$ cat src/rtl/usb_rx_packet_pkg.sv
// Shared types and constants for the USB low/full-speed packet decoder.
package types;

    typedef enum logic [3:0] {
        PID_OUT   = 4'b0001,
        PID_IN    = 4'b1001,
        PID_SOF   = 4'b0101,
        PID_SETUP = 4'b1101,
        PID_DATA0 = 4'b0011,
        PID_DATA1 = 4'b1011,
        PID_DATA2 = 4'b0111,
        PID_MDATA = 4'b1111,
        PID_ACK   = 4'b0010,
        PID_NAK   = 4'b1010,
        PID_STALL = 4'b1110,
        PID_NYET  = 4'b0110,
        PID_PRE   = 4'b1100
    } pid_t;

    typedef enum logic [1:0] {
        CAT_TOKEN,
        CAT_DATA,
        CAT_HS,
        CAT_BAD
    } pid_cat_t;

    localparam logic [4:0]  CRC5_POLY      = 5'b00101;
    localparam logic [4:0]  CRC5_INIT      = 5'b11111;
    localparam logic [4:0]  CRC5_RESIDUAL  = 5'b01100;
    localparam logic [15:0] CRC16_POLY     = 16'h8005;
    localparam logic [15:0] CRC16_INIT     = 16'hFFFF;
    localparam logic [15:0] CRC16_RESIDUAL = 16'h800D;

    function automatic pid_cat_t pid_category(input logic [3:0] p);
        case (p)
            PID_OUT, PID_IN, PID_SOF, PID_SETUP:         return CAT_TOKEN;
            PID_DATA0, PID_DATA1, PID_DATA2, PID_MDATA:  return CAT_DATA;
            PID_ACK, PID_NAK, PID_STALL, PID_NYET,
            PID_PRE:                                     return CAT_HS;
            default:                                     return CAT_BAD;
        endcase
    endfunction

    // A PID byte carries its own one's complement in the upper nibble.
    function automatic logic pid_byte_ok(input logic [7:0] b);
        return (b[7:4] == ~b[3:0]) && (pid_category(b[3:0]) != CAT_BAD);
    endfunction

endpackage

$ cat src/rtl/usb_rx_packet_crc.sv
// Byte-wide, LSB-first USB CRC register (CRC5 or CRC16 depending on parameters).
module usb_crc #(
    parameter int               WIDTH = 5,
    parameter logic [WIDTH-1:0] POLY  = '0,
    parameter logic [WIDTH-1:0] INIT  = '1
) (
    input  logic             clk,
    input  logic             reset,
    input  logic             clr,
    input  logic             en,
    input  logic [7:0]       data,
    output logic [WIDTH-1:0] crc
);

    logic [WIDTH-1:0] crc_q;
    logic [WIDTH-1:0] crc_d;

    function automatic logic [WIDTH-1:0] crc_byte(input logic [WIDTH-1:0] c,
                                                  input logic [7:0]       d);
        logic [WIDTH-1:0] r;
        r = c;
        for (int i = 0; i < 8; i++) begin
            if (d[i] ^ r[WIDTH-1]) begin
                r = {r[WIDTH-2:0], 1'b0} ^ POLY;
            end else begin
                r = {r[WIDTH-2:0], 1'b0};
            end
        end
        return r;
    endfunction

    always_comb begin
        crc_d = crc_q;
        if (clr) begin
            crc_d = INIT;
        end else if (en) begin
            crc_d = crc_byte(crc_q, data);
        end
    end

    always_ff @(posedge clk) begin
        if (reset) begin
            crc_q <= INIT;
        end else begin
            crc_q <= crc_d;
        end
    end

    assign crc = crc_q;

endmodule

$ cat src/rtl/usb_rx_packet.sv
// USB low/full-speed packet decoder: PID/CRC/length checks, token field extraction, payload forwarding.
module usb_rx_packet
    import types::*;
#(
    parameter int MAX_PAYLOAD = 64
) (
    input  logic        clk,
    input  logic        reset,
    input  logic [7:0]  rx_data,
    input  logic        rx_active,
    input  logic        rx_valid,
    input  logic        rx_error,
    output logic [3:0]  pid,
    output logic [6:0]  addr,
    output logic [3:0]  endp,
    output logic [10:0] frame,
    output logic [7:0]  pl_data,
    output logic        pl_valid,
    output logic        pkt_done,
    output logic        pkt_ok,
    output logic        pid_error,
    output logic        crc_error,
    output logic        len_error
);

    localparam int CNT_W = $clog2(MAX_PAYLOAD + 4);
    localparam logic [CNT_W-1:0] CNT_TWO     = CNT_W'(2);
    localparam logic [CNT_W-1:0] CNT_FWD_END = CNT_W'(MAX_PAYLOAD + 2);
    localparam logic [CNT_W-1:0] CNT_SAT     = CNT_W'(MAX_PAYLOAD + 3);

    typedef enum logic [2:0] {
        S_IDLE,
        S_PID,
        S_TOK1,
        S_TOK2,
        S_DATA,
        S_WAIT_EOP,
        S_DISCARD,
        S_CHECK
    } state_t;

    state_t           state_q;
    logic             act_prev_q;
    logic [CNT_W-1:0] cnt_q;
    logic             seen_q;
    logic             pid_bad_q;
    logic             rx_err_q;
    logic [7:0]       hold0_q;
    logic [7:0]       hold1_q;
    logic [3:0]       pid_q;
    logic [6:0]       addr_q;
    logic [3:0]       endp_q;
    logic [10:0]      frame_q;
    logic [7:0]       pl_data_q;
    logic             pl_valid_q;
    logic             pkt_done_q;
    logic             pkt_ok_q;
    logic             pid_error_q;
    logic             crc_error_q;
    logic             len_error_q;

    logic             rx_rise;
    logic             in_pkt;
    logic [CNT_W-1:0] cnt_inc;
    pid_cat_t         rx_cat;
    pid_cat_t         cur_cat;
    logic             crc5_en;
    logic             crc16_en;
    logic [4:0]       crc5;
    logic [15:0]      crc16;
    logic             len_bad;
    logic             crc_bad;

    assign rx_rise  = rx_active & ~act_prev_q;
    assign in_pkt   = (state_q == S_PID) || (state_q == S_TOK1) || (state_q == S_TOK2) ||
                      (state_q == S_DATA) || (state_q == S_WAIT_EOP);
    assign cnt_inc  = (cnt_q == CNT_SAT) ? cnt_q : cnt_q + 1'b1;
    assign rx_cat   = pid_category(rx_data[3:0]);
    assign cur_cat  = pid_category(pid_q);
    assign crc5_en  = rx_valid & ~rx_error & ((state_q == S_TOK1) || (state_q == S_TOK2));
    assign crc16_en = rx_valid & ~rx_error & (state_q == S_DATA);

    usb_crc #(
        .WIDTH (5),
        .POLY  (CRC5_POLY),
        .INIT  (CRC5_INIT)
    ) u_crc5 (
        .clk   (clk),
        .reset (reset),
        .clr   (rx_rise),
        .en    (crc5_en),
        .data  (rx_data),
        .crc   (crc5)
    );

    usb_crc #(
        .WIDTH (16),
        .POLY  (CRC16_POLY),
        .INIT  (CRC16_INIT)
    ) u_crc16 (
        .clk   (clk),
        .reset (reset),
        .clr   (rx_rise),
        .en    (crc16_en),
        .data  (rx_data),
        .crc   (crc16)
    );

    // Length and CRC verdicts are only meaningful for a good PID with no receiver error.
    always_comb begin
        len_bad = rx_err_q;
        crc_bad = 1'b0;
        if (!pid_bad_q && !rx_err_q) begin
            case (cur_cat)
                CAT_TOKEN: begin
                    len_bad = (cnt_q != CNT_TWO);
                    crc_bad = (crc5 != CRC5_RESIDUAL);
                end
                CAT_DATA: begin
                    len_bad = (cnt_q < CNT_TWO) || (cnt_q > CNT_FWD_END);
                    crc_bad = (crc16 != CRC16_RESIDUAL);
                end
                CAT_HS: begin
                    len_bad = (cnt_q != '0);
                end
                default: ;
            endcase
        end
    end

    always_ff @(posedge clk) begin
        if (reset) begin
            state_q     <= S_IDLE;
            act_prev_q  <= 1'b0;
            cnt_q       <= '0;
            seen_q      <= 1'b0;
            pid_bad_q   <= 1'b0;
            rx_err_q    <= 1'b0;
            pid_q       <= '0;
            addr_q      <= '0;
            endp_q      <= '0;
            frame_q     <= '0;
            pl_data_q   <= '0;
            pl_valid_q  <= 1'b0;
            pkt_done_q  <= 1'b0;
            pkt_ok_q    <= 1'b0;
            pid_error_q <= 1'b0;
            crc_error_q <= 1'b0;
            len_error_q <= 1'b0;
        end else begin
            act_prev_q <= rx_active;
            pl_valid_q <= 1'b0;
            pkt_done_q <= 1'b0;

            if (in_pkt && rx_error) begin
                rx_err_q <= 1'b1;
                state_q  <= S_DISCARD;
            end else begin
                case (state_q)
                    S_PID: begin
                        if (rx_valid) begin
                            seen_q    <= 1'b1;
                            pid_q     <= rx_data[3:0];
                            pid_bad_q <= ~pid_byte_ok(rx_data);
                            if (!pid_byte_ok(rx_data)) begin
                                state_q <= S_DISCARD;
                            end else begin
                                case (rx_cat)
                                    CAT_TOKEN: state_q <= S_TOK1;
                                    CAT_DATA:  state_q <= S_DATA;
                                    default:   state_q <= S_WAIT_EOP;
                                endcase
                            end
                        end
                        if (!rx_active) begin
                            state_q <= rx_valid ? S_CHECK : S_IDLE;
                        end
                    end
                    S_TOK1: begin
                        if (rx_valid) begin
                            cnt_q     <= cnt_inc;
                            addr_q    <= rx_data[6:0];
                            endp_q[0] <= rx_data[7];
                            state_q   <= S_TOK2;
                        end
                        if (!rx_active) begin
                            state_q <= S_CHECK;
                        end
                    end
                    S_TOK2: begin
                        if (rx_valid) begin
                            cnt_q       <= cnt_inc;
                            endp_q[3:1] <= rx_data[2:0];
                            if (pid_q == PID_SOF) begin
                                frame_q <= {rx_data[2:0], endp_q[0], addr_q};
                            end
                            state_q <= S_WAIT_EOP;
                        end
                        if (!rx_active) begin
                            state_q <= S_CHECK;
                        end
                    end
                    S_DATA: begin
                        if (rx_valid) begin
                            cnt_q <= cnt_inc;
                            // The newest two bytes may be the CRC, so only the older one leaves.
                            if (cnt_q >= CNT_TWO && cnt_q < CNT_FWD_END) begin
                                pl_data_q  <= hold0_q;
                                pl_valid_q <= 1'b1;
                            end
                            hold0_q <= hold1_q;
                            hold1_q <= rx_data;
                        end
                        if (!rx_active) begin
                            state_q <= S_CHECK;
                        end
                    end
                    S_WAIT_EOP: begin
                        if (rx_valid) begin
                            cnt_q <= cnt_inc;
                        end
                        if (!rx_active) begin
                            state_q <= S_CHECK;
                        end
                    end
                    S_DISCARD: begin
                        if (!rx_active) begin
                            state_q <= seen_q ? S_CHECK : S_IDLE;
                        end
                    end
                    S_CHECK: begin
                        pkt_done_q  <= 1'b1;
                        pid_error_q <= pid_bad_q;
                        len_error_q <= len_bad;
                        crc_error_q <= crc_bad;
                        pkt_ok_q    <= ~(pid_bad_q | len_bad | crc_bad);
                        state_q     <= S_IDLE;
                    end
                    default: ;
                endcase
            end

            // A new SYNC always starts a fresh packet, abandoning one that never saw EOP.
            if (rx_rise) begin
                state_q   <= S_PID;
                cnt_q     <= '0;
                seen_q    <= 1'b0;
                pid_bad_q <= 1'b0;
                rx_err_q  <= 1'b0;
            end
        end
    end

    assign pid       = pid_q;
    assign addr      = addr_q;
    assign endp      = endp_q;
    assign frame     = frame_q;
    assign pl_data   = pl_data_q;
    assign pl_valid  = pl_valid_q;
    assign pkt_done  = pkt_done_q;
    assign pkt_ok    = pkt_ok_q;
    assign pid_error = pid_error_q;
    assign crc_error = crc_error_q;
    assign len_error = len_error_q;

endmodule
$ cat config.mk
export PLATFORM = sky130hd
export DESIGN_NAME = usb_rx_packet
export DESIGN_NICKNAME = d
export VERILOG_FILES = /design/src/rtl/usb_rx_packet_pkg.sv /design/src/rtl/usb_rx_packet_crc.sv /design/src/rtl/usb_rx_packet.sv
export SDC_FILE = /design/constraint.sdc
export NUM_CORES = 1
export LEC_CHECK = 0
export BUFFER_PORTS_ARGS = -buffer_cell sky130_fd_sc_hd__buf_2
export CORE_AREA = 2 2 90 92
export DETAILED_ROUTE_END_ITERATION = 8
export DIE_AREA = 0 0 92 94
export GPL_ROUTABILITY_DRIVEN = 0
export PLACE_DENSITY = 0.75
export SYNTH_ARGS = -nofsm -noshare
export SYNTH_HDL_FRONTEND = slang
export SYNTH_HIERARCHICAL = 1
export SYNTH_SLANG_ARGS = --single-unit
$ cat constraint.sdc
create_clock -name clk -period 3.1 [get_ports clk]
set_input_delay 0 -clock clk [delete_from_list [all_inputs] [get_ports clk]]
set_output_delay 0 -clock clk [all_outputs]
set_load 0.005 [all_outputs]
==> impl_metrics.toml <==
[placement]
dp_hpwl_mm = 6.42
io_buffer_count = 52
dpl_worst_slack_ps = 800
post_dp_area_sq_um = 4630

[yosys]
post_synth.cell_area_avg_sq_um = 9.68
yosysWarnings = 6
synth_largest_area_cell = "dfxtp_1"
syn_nets = 465
ys_top_cells_by_area = "dfxtp_1, edfxtp_1, mux2i_1"
synth_top_flop_cell = "dfxtp_1"
synth_enable_flop_cells = 16
synthesis.area_sq_um = 4310
synth_seq_area_share_pct = 47.0
syn-instance-count = 445
synth_top_area_share_pct = 35.8
asyncSetResetFlopFracSynth_pct = 0
flop_and_latch_count_out_of_synthesis = 93
synthDistinctLibCells = 59

[die]
io_pins = 53
die_h_microns = 94
die_area_sq_um = 8650
die_x_microns = 92
floorplan.rows = 32
start_util_pct = 56.6
core_area_sq_um = 7610

[drt]
totalWireLength_mm = 9.05
drtAntennaViolNets = 0
routedWlPerCell_microns = 15.0
avgViaCountPerCell = 5.46
drt_pass1_iterations = 4
drc = 0
iter_0_drt_violations = 221
total_number_of_vias = 3299

[final_layout]
postLayoutCoreUtil_pct = 63.7
layout-area-overhead-vs-synth_pct = 12.6
stdcell_area_sq_um = 4850
most_frequent_standard_cell_in_the_layout_excluding_fill_and_tap_cells = "dfxtp_1"
layout.nets = 517
most_frequent_cells_in_the_layout = "dfxtp_1, nor2_1, buf_2"
drive_above_1_share_pct = 17.5
n_antenna_cell = 0

[critical_path]
critical_path.startpoint_type = "flop"
ff2ff_setup_slack_ps = 780
crit_path_max_fanout = 9
critPathArrivalTime_ps = 2540
critPathCaptureType = "flop"
r2r-start = "cnt_q[2]"
worstReg2RegEnd = "pl_data[2]"
crit_required_ps = 3320
timing.setup.critical_path_class = "flop to flop"
ff2ff_path_depth = 5

[timing]
max_slew.worst_pin.slew_ps = 910
period_minus_slack_ps = 2320
finalSetupTns_ps = 0
fin_crit_sh_pct = 74.8
hold_violations = 0
max-slew-margin-rel_pct = 39.3
finalSetupViolCount = 0
max_clock_freq_mhz = 431
fin_skew_ps = 16.4
grt_setup_unrepaired = "false"
postLayoutSetupSlackWorst_ps = 782
final_max_slew_viol_count = 0

[clock_tree]
path_clk_slew_ps = 90
tritoncts_clock_tree = "done"
post_cts_resize_count = 0
cts-root-buf = "clkbuf_8"
ctsLongestPathBuffers = 2
worst_skew_pair_later_pin_latency_ps = 370
cts_htree_levels = 3
clock_buffers_created_by_tritoncts = 9
cts_sinks = 93

[global_route]
antenna_found_initial = 0
overflow = 0
grt_use_total_pct = 22.1
grt_first_pass_wirelength_mm = 15.1
grt_max_degree = 52
via_count_of_the_first_global_routing_pass = 3051

[hold_path]
whs_endpoint = "hold1_q[3]"
hold_path_class = "primary input to flop"
hold_path_depth = 1
worstHoldStart = "rx_data[3]"

[power_and_ir_drop]
ir_drop_uv = 226
cellInternalPower_w = 0.00168
power.clock.fraction_pct = 31.7
fin_total_pwr_w = 0.00234
power_switching_w = 0.000659
seq_power_share_pct = 55.0
pwr-share-comb_pct = 13.2
power_density_over_the_cells_nw_per_um2 = 483
power_switching_share_pct = 28.2
leak_pwr_nw = 2.10

[flow_run]
cap_violations = 0

[status]
run_status = "completed"
cell families (layout without fill, tap and decap cells):
family / after synthesis / in the layout / share of synthesized area (%)
flops: 93 / 93 / 47.0
mux: 41 / 41 / 9.56
xor+xnor: 43 / 43 / 10.1
compound gates: 62 / 62 / 9.53
simple gates: 165 / 165 / 17.9
fa+ha+maj: 7 / 7 / 2.03
buf+inv: 34 / 91 / 3.92
flip-flops by register name, summed over array words and instances (netlist names), 2 cells and up:
signal,flops
addr,7
pl_data,8
state_q,3
hold0_q,8
pid,4
hold1_q,8
u_crc5/crc,5
cur_cat,2
u_crc16/crc,16
frame,11
cnt_q,7
endp,4
worst max path at each step:
stage / startpoint / to / slack (ps) / cells past startpoint
after CTS: cnt_q[2] / pl_data[5] / 780 / 5
after detailed placement: cnt_q[2] / pl_data[2] / 800 / 5
final: cnt_q[2] / pl_data[2] / 780 / 5
after global routing: cnt_q[2] / pl_data[5] / 670 / 5
after floorplan: state_q[2] / hold0_q[0] / 370 / 2
after global placement: cnt_q[2] / pl_data[2] / 870 / 5
per-stage QoR:
step | hold slack [ps] | cells
final | 22.7 | 604
after CTS | 10.7 | 604
after global routing | 12.2 | 604
after detailed placement | 275 | 584
after global placement | 278 | 584
after floorplan | 98.9 | 445
metal layers:
layer	vias up	wire length, microns	GRT usage [%]
li1	1643	-	-
met1	1561	4350	30.8
met2	74	4120	33.8
met3	21	395	4.09
met4	0	192	8.96
met5	-	0	0
synth_stat cells (3+ instances only):
cell type  number
xnor2_1        33
nand4_1         3
nand3_1         8
mux2i_1        40
buf_6           4
edfxtp_1       16
nor4_1          6
dfxtp_1        77
o21a_1          4
nor4bb_1        3
ha_1            7
nand2_1        38
o211ai_1        5
a221oi_1        4
buf_2           4
and3_1          4
nor2b_1         4
xor2_1          5
o21ai_0        13
nor3_1         11
clkbuf_1       10
nor2_1         73
a21oi_1        17
inv_1          14
and2_1          3
cell type report:
cell class | count | area, sq um
clock buffers | 9 | 124
clock inverters | 7 | 60.1
fillers | 649 | 2760
inverters | 14 | 52.6
multi-input cells | 318 | 2130
flip-flops and latches | 93 | 2020
well taps | 102 | 128
repair buffers | 61 | 338
critical path: stages, from the launching register on:
cell     delay, ps
dfxtp_1        360
or4_4          560
or4_1          420
nand3_1        510
mux2i_1        270
nor2_1          50
power by group through the flow:
stage / Clock (W) / Combinational [W] / Sequential, W
4_1_cts: 0.000761 / 0.000307 / 0.00129
6_report: 0.000743 / 0.000309 / 0.00129
5_1_grt: 0.000819 / 0.000340 / 0.00129
3_5_place_dp: 0 / 0.000301 / 0.00131
3_3_place_gp: 0 / 0.000296 / 0.00131
2_1_floorplan: 0 / 0.000253 / 0.00129
what timing repair did:
item	4_1_cts	5_1_grt
hold endpoints to repair	6	0
setup buffers	0	0
hold buffers	4	0
(Power assumes the default switching activity.)
